## src/rtl/mem2_load_stage_pkg.sv

```systemverilog
// CPU_Defines: load-op and MEM2 FSM encodings shared by the MEM2 load stage and its aligner.
package CPU_Defines;

   typedef enum logic [2:0] {
      LD_LB  = 3'd0,
      LD_LBU = 3'd1,
      LD_LH  = 3'd2,
      LD_LHU = 3'd3,
      LD_LW  = 3'd4,
      LD_LWL = 3'd5,
      LD_LWR = 3'd6
   } ld_op_t;

   typedef enum logic [1:0] {
      MEM2_IDLE  = 2'd0,
      MEM2_WAIT  = 2'd1,
      MEM2_DONE  = 2'd2,
      MEM2_DRAIN = 2'd3
   } mem2_state_t;

   function automatic logic [31:0] sext8(input logic [7:0] b);
      return {{24{b[7]}}, b};
   endfunction

   function automatic logic [31:0] sext16(input logic [15:0] h);
      return {{16{h[15]}}, h};
   endfunction

endpackage

```

## src/rtl/mem2_load_align.sv

```systemverilog
// Combinational load aligner: selects and extends the addressed byte/half of a little-endian word.
// LWL/LWR merging is built only when MEM2_UNALIGNED_LOAD_EN is defined; otherwise they act as LW.
module mem2_load_align
   import CPU_Defines::*;
(
   input  ld_op_t      ld_op,
   input  logic [1:0]  addr_lo,
   input  logic [31:0] rdata,
   input  logic [31:0] old_rt,
   output logic [31:0] wdata
);

   logic [7:0]  byte_sel;
   logic [15:0] half_sel;

`ifndef MEM2_UNALIGNED_LOAD_EN
   logic unused_old_rt;
   assign unused_old_rt = ^old_rt;
`endif

   always_comb begin
      case (addr_lo)
         2'd0:    byte_sel = rdata[7:0];
         2'd1:    byte_sel = rdata[15:8];
         2'd2:    byte_sel = rdata[23:16];
         default: byte_sel = rdata[31:24];
      endcase
      half_sel = addr_lo[1] ? rdata[31:16] : rdata[15:0];
      wdata    = rdata;
      case (ld_op)
         LD_LB:  wdata = sext8(byte_sel);
         LD_LBU: wdata = {24'd0, byte_sel};
         LD_LH:  wdata = sext16(half_sel);
         LD_LHU: wdata = {16'd0, half_sel};
`ifdef MEM2_UNALIGNED_LOAD_EN
         // LWL fills the upper bytes from memory, LWR the lower bytes; the rest keeps old rt.
         LD_LWL: begin
            case (addr_lo)
               2'd0:    wdata = {rdata[7:0],  old_rt[23:0]};
               2'd1:    wdata = {rdata[15:0], old_rt[15:0]};
               2'd2:    wdata = {rdata[23:0], old_rt[7:0]};
               default: wdata = rdata;
            endcase
         end
         LD_LWR: begin
            case (addr_lo)
               2'd0:    wdata = rdata;
               2'd1:    wdata = {old_rt[31:24], rdata[31:8]};
               2'd2:    wdata = {old_rt[31:16], rdata[31:16]};
               default: wdata = {old_rt[31:8],  rdata[31:24]};
            endcase
         end
`endif
         default: wdata = rdata;
      endcase
   end

endmodule

```

## src/rtl/mem2_load_stage.sv

```systemverilog
// MEM2 stage: holds the MEM instruction, waits for the DCache load response and produces final writeback data.
// Define MEM2_UNALIGNED_LOAD_EN to enable LWL/LWR merging in the aligner.
module mem2_load_stage
   import CPU_Defines::*;
#(
   parameter int DATA_W = 32,
   parameter int PC_W   = 32
)(
   input  logic              clk,
   input  logic              rst,
   input  logic              mem2_flush,
   input  logic              mem2_wr,
   input  logic              mem_valid,
   input  logic              mem_except,
   input  logic [PC_W-1:0]   mem_pc,
   input  logic [31:0]       mem_addr,
   input  logic              mem_ld_en,
   input  logic [2:0]        mem_ld_op,
   input  logic [DATA_W-1:0] mem_result,
   input  logic [4:0]        mem_dst,
   input  logic              mem_rf_we,
   input  logic              dcache_rvalid,
   input  logic [DATA_W-1:0] dcache_rdata,
   output logic              mem2_stall_req,
   output logic              mem2_valid,
   output logic [PC_W-1:0]   mem2_pc,
   output logic [4:0]        mem2_dst,
   output logic              mem2_rf_we,
   output logic [DATA_W-1:0] mem2_wdata,
   output logic              mem2_fwd_ok
);

   mem2_state_t       state_q, state_d;
   logic [1:0]        drop_q, drop_d;
   logic              valid_q, valid_d;
   logic [PC_W-1:0]   pc_q, pc_d;
   logic [4:0]        dst_q, dst_d;
   logic              rf_we_q, rf_we_d;
   ld_op_t            op_q, op_d;
   logic [1:0]        addr_lo_q, addr_lo_d;
   logic [DATA_W-1:0] data_q, data_d;

   logic              resp_use, hold_wait, capture, live;
   logic [DATA_W-1:0] align_wdata;
   logic              unused_addr_hi;

   assign unused_addr_hi = ^mem_addr[31:2];

   mem2_load_align u_align (
      .ld_op   (op_q),
      .addr_lo (addr_lo_q),
      .rdata   (dcache_rdata),
      .old_rt  (data_q),
      .wdata   (align_wdata)
   );

   // drop_q counts responses still owed to flushed loads; they are consumed before any live one.
   always_comb begin
      resp_use  = dcache_rvalid && (drop_q == 2'd0) && (state_q == MEM2_WAIT);
      hold_wait = (state_q == MEM2_WAIT) && !resp_use;
      capture   = mem2_wr && !mem2_flush && !hold_wait;
      live      = mem_valid && !mem_except;

      state_d   = state_q;
      drop_d    = drop_q;
      valid_d   = valid_q;
      pc_d      = pc_q;
      dst_d     = dst_q;
      rf_we_d   = rf_we_q;
      op_d      = op_q;
      addr_lo_d = addr_lo_q;
      data_d    = data_q;

      if (dcache_rvalid && (drop_q != 2'd0))
         drop_d = drop_q - 2'd1;
      if (resp_use)
         data_d = align_wdata;

      if (mem2_flush) begin
         valid_d = 1'b0;
         rf_we_d = 1'b0;
         pc_d    = '0;
         dst_d   = '0;
         data_d  = '0;
         if (hold_wait && (drop_d != 2'd3))
            drop_d = drop_d + 2'd1;
         state_d = (drop_d != 2'd0) ? MEM2_DRAIN : MEM2_IDLE;
      end else if (capture) begin
         valid_d   = live;
         pc_d      = mem_pc;
         dst_d     = mem_dst;
         rf_we_d   = live && mem_rf_we;
         op_d      = ld_op_t'(mem_ld_op);
         addr_lo_d = mem_addr[1:0];
         data_d    = mem_result;
         if (live && mem_ld_en)
            state_d = MEM2_WAIT;
         else
            state_d = (drop_d != 2'd0) ? MEM2_DRAIN : MEM2_IDLE;
      end else if (resp_use) begin
         state_d = MEM2_DONE;
      end else if ((state_q == MEM2_DRAIN) && (drop_d == 2'd0)) begin
         state_d = MEM2_IDLE;
      end
   end

   always_ff @(posedge clk) begin
      if (rst) begin
         state_q   <= MEM2_IDLE;
         drop_q    <= 2'd0;
         valid_q   <= 1'b0;
         pc_q      <= '0;
         dst_q     <= '0;
         rf_we_q   <= 1'b0;
         op_q      <= LD_LW;
         addr_lo_q <= 2'd0;
         data_q    <= '0;
      end else begin
         state_q   <= state_d;
         drop_q    <= drop_d;
         valid_q   <= valid_d;
         pc_q      <= pc_d;
         dst_q     <= dst_d;
         rf_we_q   <= rf_we_d;
         op_q      <= op_d;
         addr_lo_q <= addr_lo_d;
         data_q    <= data_d;
      end
   end

   // The response is passed straight through in its arrival cycle so the stall can drop immediately.
   always_comb begin
      mem2_stall_req = hold_wait;
      mem2_valid     = valid_q;
      mem2_pc        = pc_q;
      mem2_dst       = dst_q;
      mem2_rf_we     = rf_we_q;
      mem2_fwd_ok    = valid_q && (state_q != MEM2_WAIT);
      mem2_wdata     = (state_q == MEM2_WAIT) ? align_wdata : data_q;
   end

endmodule
```

## config.mk

```make
export PLATFORM = sky130hd
export DESIGN_NAME = mem2_load_stage
export DESIGN_NICKNAME = d
export VERILOG_FILES = /design/src/rtl/mem2_load_stage_pkg.sv /design/src/rtl/mem2_load_align.sv /design/src/rtl/mem2_load_stage.sv
export SDC_FILE = /design/constraint.sdc
export NUM_CORES = 1
export LEC_CHECK = 0
export BUFFER_PORTS_ARGS = -buffer_cell sky130_fd_sc_hd__buf_2
export CAP_MARGIN = 5
export CORE_MARGIN = 2
export CORE_UTILIZATION = 40
export CTS_BUF_LIST = sky130_fd_sc_hd__clkbuf_8
export DETAILED_ROUTE_END_ITERATION = 8
export PLACE_DENSITY = 0.74
export SYNTH_ARGS = -nofsm -noshare
export SYNTH_HDL_FRONTEND = slang
export SYNTH_SLANG_ARGS = --single-unit
```

## constraint.sdc

```tcl
create_clock -name clk -period 2.85 [get_ports clk]
set_input_delay 0.57 -clock clk [delete_from_list [all_inputs] [get_ports clk]]
set_output_delay 0.57 -clock clk [all_outputs]
set_load 0.05 [all_outputs]
```

# Yosys cells after proc, flatten, opt, wreduce, memory -nomap -nowiden
# Index checks and enable logic that the tools add are counted.
[totals] in_bits=145 out_inout_bits=73 elab_cells=65 ff_bits=80
[op_classes] n_eq_ne=9 n_mux=17 bitwise=1 reduce_logical=27 add_sub_neg=2
[op_table] op="$pmux 32 s4" n=1
[op_table] op="$mux 32" n=3
[op_table] op="$pmux 8 s3" n=1
[op_table] op="$mux 2" n=11
[op_table] op="$mux 16" n=1
[op_table] op="$logic_and 1x1->1" n=12
[op_table] op="$reduce_bool 2->1" n=4
[op_table] op="$eq 3x2->1 const B" n=2
[op_table] op="$logic_not 2->1" n=3
[op_table] op="$eq 2x1->1 const B" n=2
[op_table] op="$eq 2x2->1 const B" n=2
[op_table] op="$logic_not 1->1" n=4
[op_table] op="$reduce_bool 4->1" n=1
[op_table] op="$eq 3x1->1 const B" n=1
[op_table] op="$logic_not 3->1" n=1
[op_table] op="$add 2x1->2 const B" n=1
[op_table] op="$ne 2x1->1 const B" n=1
[op_table] op="$ne 2x2->1 const B" n=1
[op_table] op="$reduce_and 2->1" n=1
[op_table] op="$reduce_or 2->1" n=1
[op_table] op="$sub 2x1->2 const B" n=1
[op_table] op="$not 1->1" n=1

# Depth between registers and ports, before layout
# Gate-level depths: netlist of run 1.
[logic_depth] ltp_word=11 mapped_depth=10 depth_no_buf=10

# Cells and area by module
# A second synthesis of run 1 with hierarchy kept.
[unflattened] hier_cells=623 area_unflattened_um2=4999.8
[by_module_without_submodules] mod="mem2_load_stage" area_each_um2=3960.0 cells_per_inst=491 n_inst=1 seq_area_each_um2=1601.5
[by_module_without_submodules] mod="mem2_load_align" area_each_um2=1039.7 cells_per_inst=132 n_inst=1 seq_area_each_um2=0.0

# Least setup slack after synthesis of run 1
# No wires, ideal clock.
[synth_path] path_kind="flip-flop to output port" start="register addr_lo_q[0]" end="output mem2_wdata[0]" slack_ps=71 required_ps=2280 path_stages_with_launch=6 t_arrival_ps=2209 path_buffers=1 cell_sequence="dfxtp_1 > nor2b_1 > buf_2 > o21a_2 > nor2_1 > o31ai_1"
[synth_via] elab_chain_len=4 word_cells_on_any_way=6 cone_classes="2 x eq/ne; 3 x mux; 1 x reduce/logical"
[synth_lines] item="from (decl)" line="mem2_load_stage.sv:40" rtl="logic [1:0] addr_lo_q, addr_lo_d;"
[synth_lines] item="from (signal assigned)" line="mem2_load_stage.sv:126" rtl="addr_lo_q <= addr_lo_d;"
[synth_lines] item="$eq 2x2->1, or another cell as far along" line="mem2_load_align.sv:22" rtl="case (addr_lo)"
[synth_lines] item="$pmux 8 s3 (*)" line="mem2_load_align.sv:22"
[synth_lines] item="$pmux 32 s4 (*)" line="mem2_load_align.sv:30" rtl="case (ld_op)"
[synth_lines] item="$mux 32 (*)" line="mem2_load_stage.sv:139" rtl="mem2_wdata = (state_q == MEM2_WAIT) ? align_wdata : data_q;"
[synth_lines] item="to (decl)" line="mem2_load_stage.sv:29" rtl="output logic [DATA_W-1:0] mem2_wdata,"
# Mark *: on every way between the ends. The rest lies on a longest branch, timed or not.

# Final worst setup path of run 1
[layout_path] start="register addr_lo_q[1]" end="output mem2_wdata[31]"
[layout_via] elab_chain_len=4 word_cells_on_any_way=7 cone_classes="2 x eq/ne; 4 x mux; 1 x reduce/logical"
[layout_lines] item="$eq 2x2->1, or another cell as far along" line="mem2_load_align.sv:22"
[layout_lines] item="$pmux 8 s3" line="mem2_load_align.sv:22"
[layout_lines] item="$pmux 32 s4 (*)" line="mem2_load_align.sv:30"
[layout_lines] item="$mux 32 (*)" line="mem2_load_stage.sv:139"
# Marked as above.

==> reports/results.ini, run 1 <==
[placement]
dpl-instance-area_sq_um = 5573
hpwl_um = 10470
dp_slack_ps = 149.9
port_buffers = 187
gp_routability_congestion = 0.8257
dp_cells = 863

[floorplanning]
die_area_sq_um = 12260
ioPinCount = 218
rows = 38
die_w_um = 110.7
dieHeight_um = 110.7
core_area_sq_um = 10980
start_util_pct = 41.47

[clock_tree]
clock_path_buffers = 2
clk_root_buffer_cell = clkbuf_8
postCtsSetupBuffers = 0
cts_tree = built
cts_sinks = 80
clk_latency_ps = 350
cts-buffers-inserted = 9
cts_max_level = 3
clk_pin_slew_ps = 90

[grt]
grt_max_degree = 70
grt_antenna_before_repair = 0
grt_pass1_vias = 4803
grt-ovfl-total = 0
grt_usage_pct = 22.94
grt_pass1_wl_um = 23450

[setup_path]
critPathCaptureType = output port
crit_type = reg -> out
worstPathArrival_ps = 2140
path_max_fanout = 16
worstSetupStartpointType = register
critPathRequiredTime_ps = 2280

[synthesis]
syn-cell-area_sq_um = 4554
syn_nets = 713
ys_top_cells_by_area = dfxtp_1 (35%), nand2_1 (12%), a21oi_1 (6.5%)
synth_top_area_cell = dfxtp_1
synth_cell_types = 61
synth_area_per_cell_sq_um = 8.061
yosysMostFrequentCell = nand2_1
synth_edf_count = 0
synth_common_cells = nand2_1 (140), dfxtp_1 (80), a21oi_1 (59)
ys.flop_type = dfxtp_1
yosys.area.top_type_share_pct = 35.16
yosysSeqAreaShare_pct = 35.16
ys_warn_count = 0
ys_ff_latch = 80
synthArstFlopShare_pct = 0
netlist_instances = 565

[sta]
slew_violations = 0
fin_skew_ps = 6.940
setup_viol = 0
tightest_slew_ps = 851.3
timing.slew.headroom_pct = 43.25
timing.fmax_ghz = 0.3684
rsz0062_at_grt = false
finalCriticalPeriod_ps = 2715
fin_crit_sh_pct = 95.25
hold_viol = 0
fin_ws_ps = 135.4
whs_ps = 448.6
tns_ps = 0

[route]
ant_nets = 0
drt-total-wl_um = 14370
first_pass_iters = 6
wl_per_cell_um = 16.35
vias = 4889
drt-initial-drc-count = 316
vias_per_cell = 5.562
route.detailed.drc = 0

[layout]
fin_area_sq_um = 5763
fin_cells = 879
area_growth_pct = 26.54
fin_nets = 882
drive_gt1_share_pct = 35.86
num_antenna_cells = 0
final_util_pct = 52.47

[power_and_ir_drop]
comb_power_share_pct = 49.1
power_frac_clock_pct = 19.7
powerDensity_nw_per_um2 = 693.5
irDropWorstVdd_mv = 0.3588
finalPower_mw = 3.996
internal_power_mw = 2.119
switchingPower_mw = 1.878
leakage_nw = 2.475
p_sw_share_pct = 46.98
pwr-share-seq_pct = 31.2

[hold_path]
holdCritPathClass = in -> reg

[flow_run]
drv_cap = 0

[status]
status = finished, final reports clean

## layout make-up
type                       count  area (sq um)
timing repair buffer         207          1115
multi-input combinational    428          2663
inverter                       8         30.03
sequential                    80          1603
clock inverter                 7         53.80
fill                        1081          5220
clock buffer                   9         123.9
tap                          140         175.2
## state kept, by name, indices dropped and copies added, names as in the netlist
name and count:
addr_lo_q 2, mem2_rf_we 1, mem2_dst 5, drop_q 2, op_q 3, data_q 32
mem2_valid 1, state_q 2, mem2_pc 32
## layer usage
metal  wire length, um  vias to the layer above  share of wire, %  track usage [%]
met5                 0                        -                 0                0
met2              7198                      172                50            40.94
met3               957                       14               6.7            5.741
met1              6042                     2336                42            27.80
li1                  -                     2367                 -                -
met4               172                        0               1.2            5.167
## timing repair
action / 4_1_cts / 5_1_grt
hold buffers: 0 / 0
gates cloned: 0 / 0
endpoints found under the setup margin: 1 / 21
gates resized for setup: 1 / 3
## power groups by stage
| stage | logic (mW) | clock network, mW | registers (mW) |
|---|---|---|---|
| after floorplan | 1.41 | 0 | 1.34 |
| after global placement | 1.90 | 0 | 1.27 |
| after detailed placement | 1.95 | 0 | 1.27 |
| after CTS | 1.95 | 0.812 | 1.25 |
| after global routing | 2.11 | 0.850 | 1.26 |
| final | 1.96 | 0.788 | 1.25 |
## worst paths after layout
| kind | from | end | slack [ps] | cells after the start |
|---|---|---|---|---|
| max reg2reg | drop_q[0] | state_q[0] | 290 | 9 |
| max | addr_lo_q[1] | mem2_wdata[31] | 140 | 7 |
| min | mem_pc[4] | mem2_pc[4] | 450 | 3 |
| min reg2reg | mem2_pc[30] | mem2_pc[30] | 450 | 2 |
## critical path, cell delays in order (launching register included)
cell     delay, ps
dfxtp_2        390
buf_6          190
mux2_4         330
mux2i_4        140
or2_1          160
buf_12         190
a31oi_1        130
buf_2          260
## cell families (layout without fill, tap and decap cells)
kind of cell             after synthesis  in the layout  share of synthesized area (%)
XOR/XNOR                               2              2                         0.3847
AO/OA/AOI/OAI                        195            195                          32.83
adder cells (fa/ha/maj)                3              3                         0.8243
multiplexers                          12             12                          3.407
buffers and inverters                 57            231                          6.703
AND/OR/NAND/NOR                      216            216                          20.69
flip-flops                            80             80                          35.16
## placed cells by master, fill, tap and decap left out, drive strengths merged, types with 8 or more instances in the layout
cell and n:
or3 8, nand2 141, a21oi 61, clkbuf 9, o21ai 31, a31oi 17
o2bb2ai 16, inv 11, o22ai 8, dfxtp 80, mux2i 9, a22oi 26
nor2 30, buf 207
Note: power is estimated with default switching activity, not from simulation.
==> inputs of run 2 (changes only) <==
MAX_ROUTING_LAYER = met4   (was unset)
==> run 2 against run 1 <==
Compared with the run above: critical path type unchanged; cell count grew 0.11%; wire length grew 1.0%; flip-flop and latch count is the same; sequential power is essentially flat; combinational power is essentially flat; sequential share of layout area is essentially flat; via count grew 0.39%.
==> reports/results.ini, run 2 (same netlist as run 1, synthesis figures left out) <==
[power_and_ir_drop]
powerDensity_nw_per_um2 = 696.7
finalPower_mw = 4.021
irDropWorstVdd_mv = 0.3584
leakage_nw = 2.478

[clock_tree]
cts-buffers-inserted = 9
cts_sinks = 80
clock_path_buffers = 2
clk_root_buffer_cell = clkbuf_8
cts_tree = built
clk_pin_slew_ps = 90
postCtsSetupBuffers = 0
cts_max_level = 3
clk_latency_ps = 350

[sta]
whs_ps = 439.2
slew_violations = 0
fin_ws_ps = 122.7
finalCriticalPeriod_ps = 2727
timing.fmax_ghz = 0.3667
fin_skew_ps = 6.321
tightest_slew_ps = 834.5
rsz0062_at_grt = false
timing.slew.headroom_pct = 44.37
hold_viol = 0
tns_ps = 0
setup_viol = 0
fin_crit_sh_pct = 95.69

[placement]
dp_cells = 863
hpwl_um = 10470
port_buffers = 187
dp_slack_ps = 149.9
dpl-instance-area_sq_um = 5573
gp_routability_congestion = 0.8382

[layout]
final_cell_mix = buf_2 (187), nand2_1 (140), dfxtp_1 (79)
drive_gt1_share_pct = 35.95
fill_cells = 1082
fin_cells = 880
final_util_pct = 52.55
fin_area_sq_um = 5772
fin_nets = 883
layout_commonest_cell = buf_2
num_antenna_cells = 0
area_growth_pct = 26.73

[status]
status = finished, final reports clean

[flow_run]
drv_cap = 0

[setup_path]
r2r_slack_ps = 280
worstReg2RegStart = drop_q[0]
max_stage_delay_ps = 390
rr_worst_depth = 9
worstSetupStartpointType = register
crit_type = reg -> out
r2r-end = state_q[1]
cp_slowest_cell = dfxtp_2
worstPathArrival_ps = 2160
critPathCaptureType = output port
cp_cell_sequence = buf_6 -> mux2_4 -> mux2i_4 -> or2_1 -> buf_12 -> a31oi_1 -> buf_2
path_max_fanout = 16
critPathRequiredTime_ps = 2280

[floorplanning]
die_w_um = 110.7
start_util_pct = 41.47
core_area_sq_um = 10980
die_area_sq_um = 12260
rows = 38
dieHeight_um = 110.7
ioPinCount = 218

[route]
route.detailed.drc = 0
drt-initial-drc-count = 329
vias_per_cell = 5.577
wl_per_cell_um = 16.50
first_pass_iters = 4
vias = 4908
drt-total-wl_um = 14520
ant_nets = 0

[grt]
grt_pass1_vias = 4805
grt_pass1_wl_um = 23470
grt-ovfl-total = 0
grt_antenna_before_repair = 0
grt_usage_pct = 23.67
grt_max_degree = 70

[hold_path]
hold_end = op_q[2]
holdPathStages = 2
hp-start = mem_ld_op[2]
holdCritPathClass = in -> reg

-- run 2: critical path: cells and delay by family, from the launching register on --
kind	cells	cell delay, ps
and+or+nand+nor	1	160
AOI/OAI and AO/OA	1	130
buffers and inverters	3	640
muxes	2	470
DFF	1	390
-- run 2: power breakdown --
group	internal, mW	leakage (nW)	switching, mW
logic	0.606	1.74	1.37
clock network	0.324	0.0827	0.472
registers	1.19	0.651	0.0619
total	2.12	2.48	1.90
-- run 2: layout make-up --
| class | instances | area (sq um) | area share [%] |
|---|---|---|---|
| Clock inverter | 7 | 53.80 | 0.9321 |
| Sequential cell | 80 | 1603 | 27.77 |
| Clock buffer | 9 | 123.9 | 2.146 |
| Tap cell | 140 | 175.2 | 3.035 |
| Multi-Input combinational cell | 429 | 2671 | 46.28 |
| Inverter | 8 | 30.03 | 0.5203 |
| Timing Repair Buffer | 207 | 1115 | 19.31 |
-- run 2: how the worst max path moves through the flow --
stage | startpoint | endpoint | slack [ps] | depth (start not counted)
2_1_floorplan | addr_lo_q[0] | mem2_wdata[0] | 70 | 5
5_1_grt | addr_lo_q[1] | mem2_wdata[31] | 30 | 7
3_3_place_gp | dcache_rdata[31] | mem2_wdata[9] | 210 | 6
3_5_place_dp | dcache_rdata[31] | mem2_wdata[9] | 150 | 6
6_report | addr_lo_q[1] | mem2_wdata[31] | 120 | 7
4_1_cts | addr_lo_q[1] | mem2_wdata[31] | 6 | 7
-- run 2: metal layers --
layer | GRT usage, % | part of all wire, %
met4 | 6.167 | 1.4
met5 | - | 0
met3 | 4.319 | 7.1
met1 | 28.79 | 42
met2 | 40.57 | 50
-- run 2: what timing repair did --
action	4_1_cts	5_1_grt
hold buffers	0	0
setup endpoints to repair	1	23
resized for setup	1	3
gates cloned	0	1
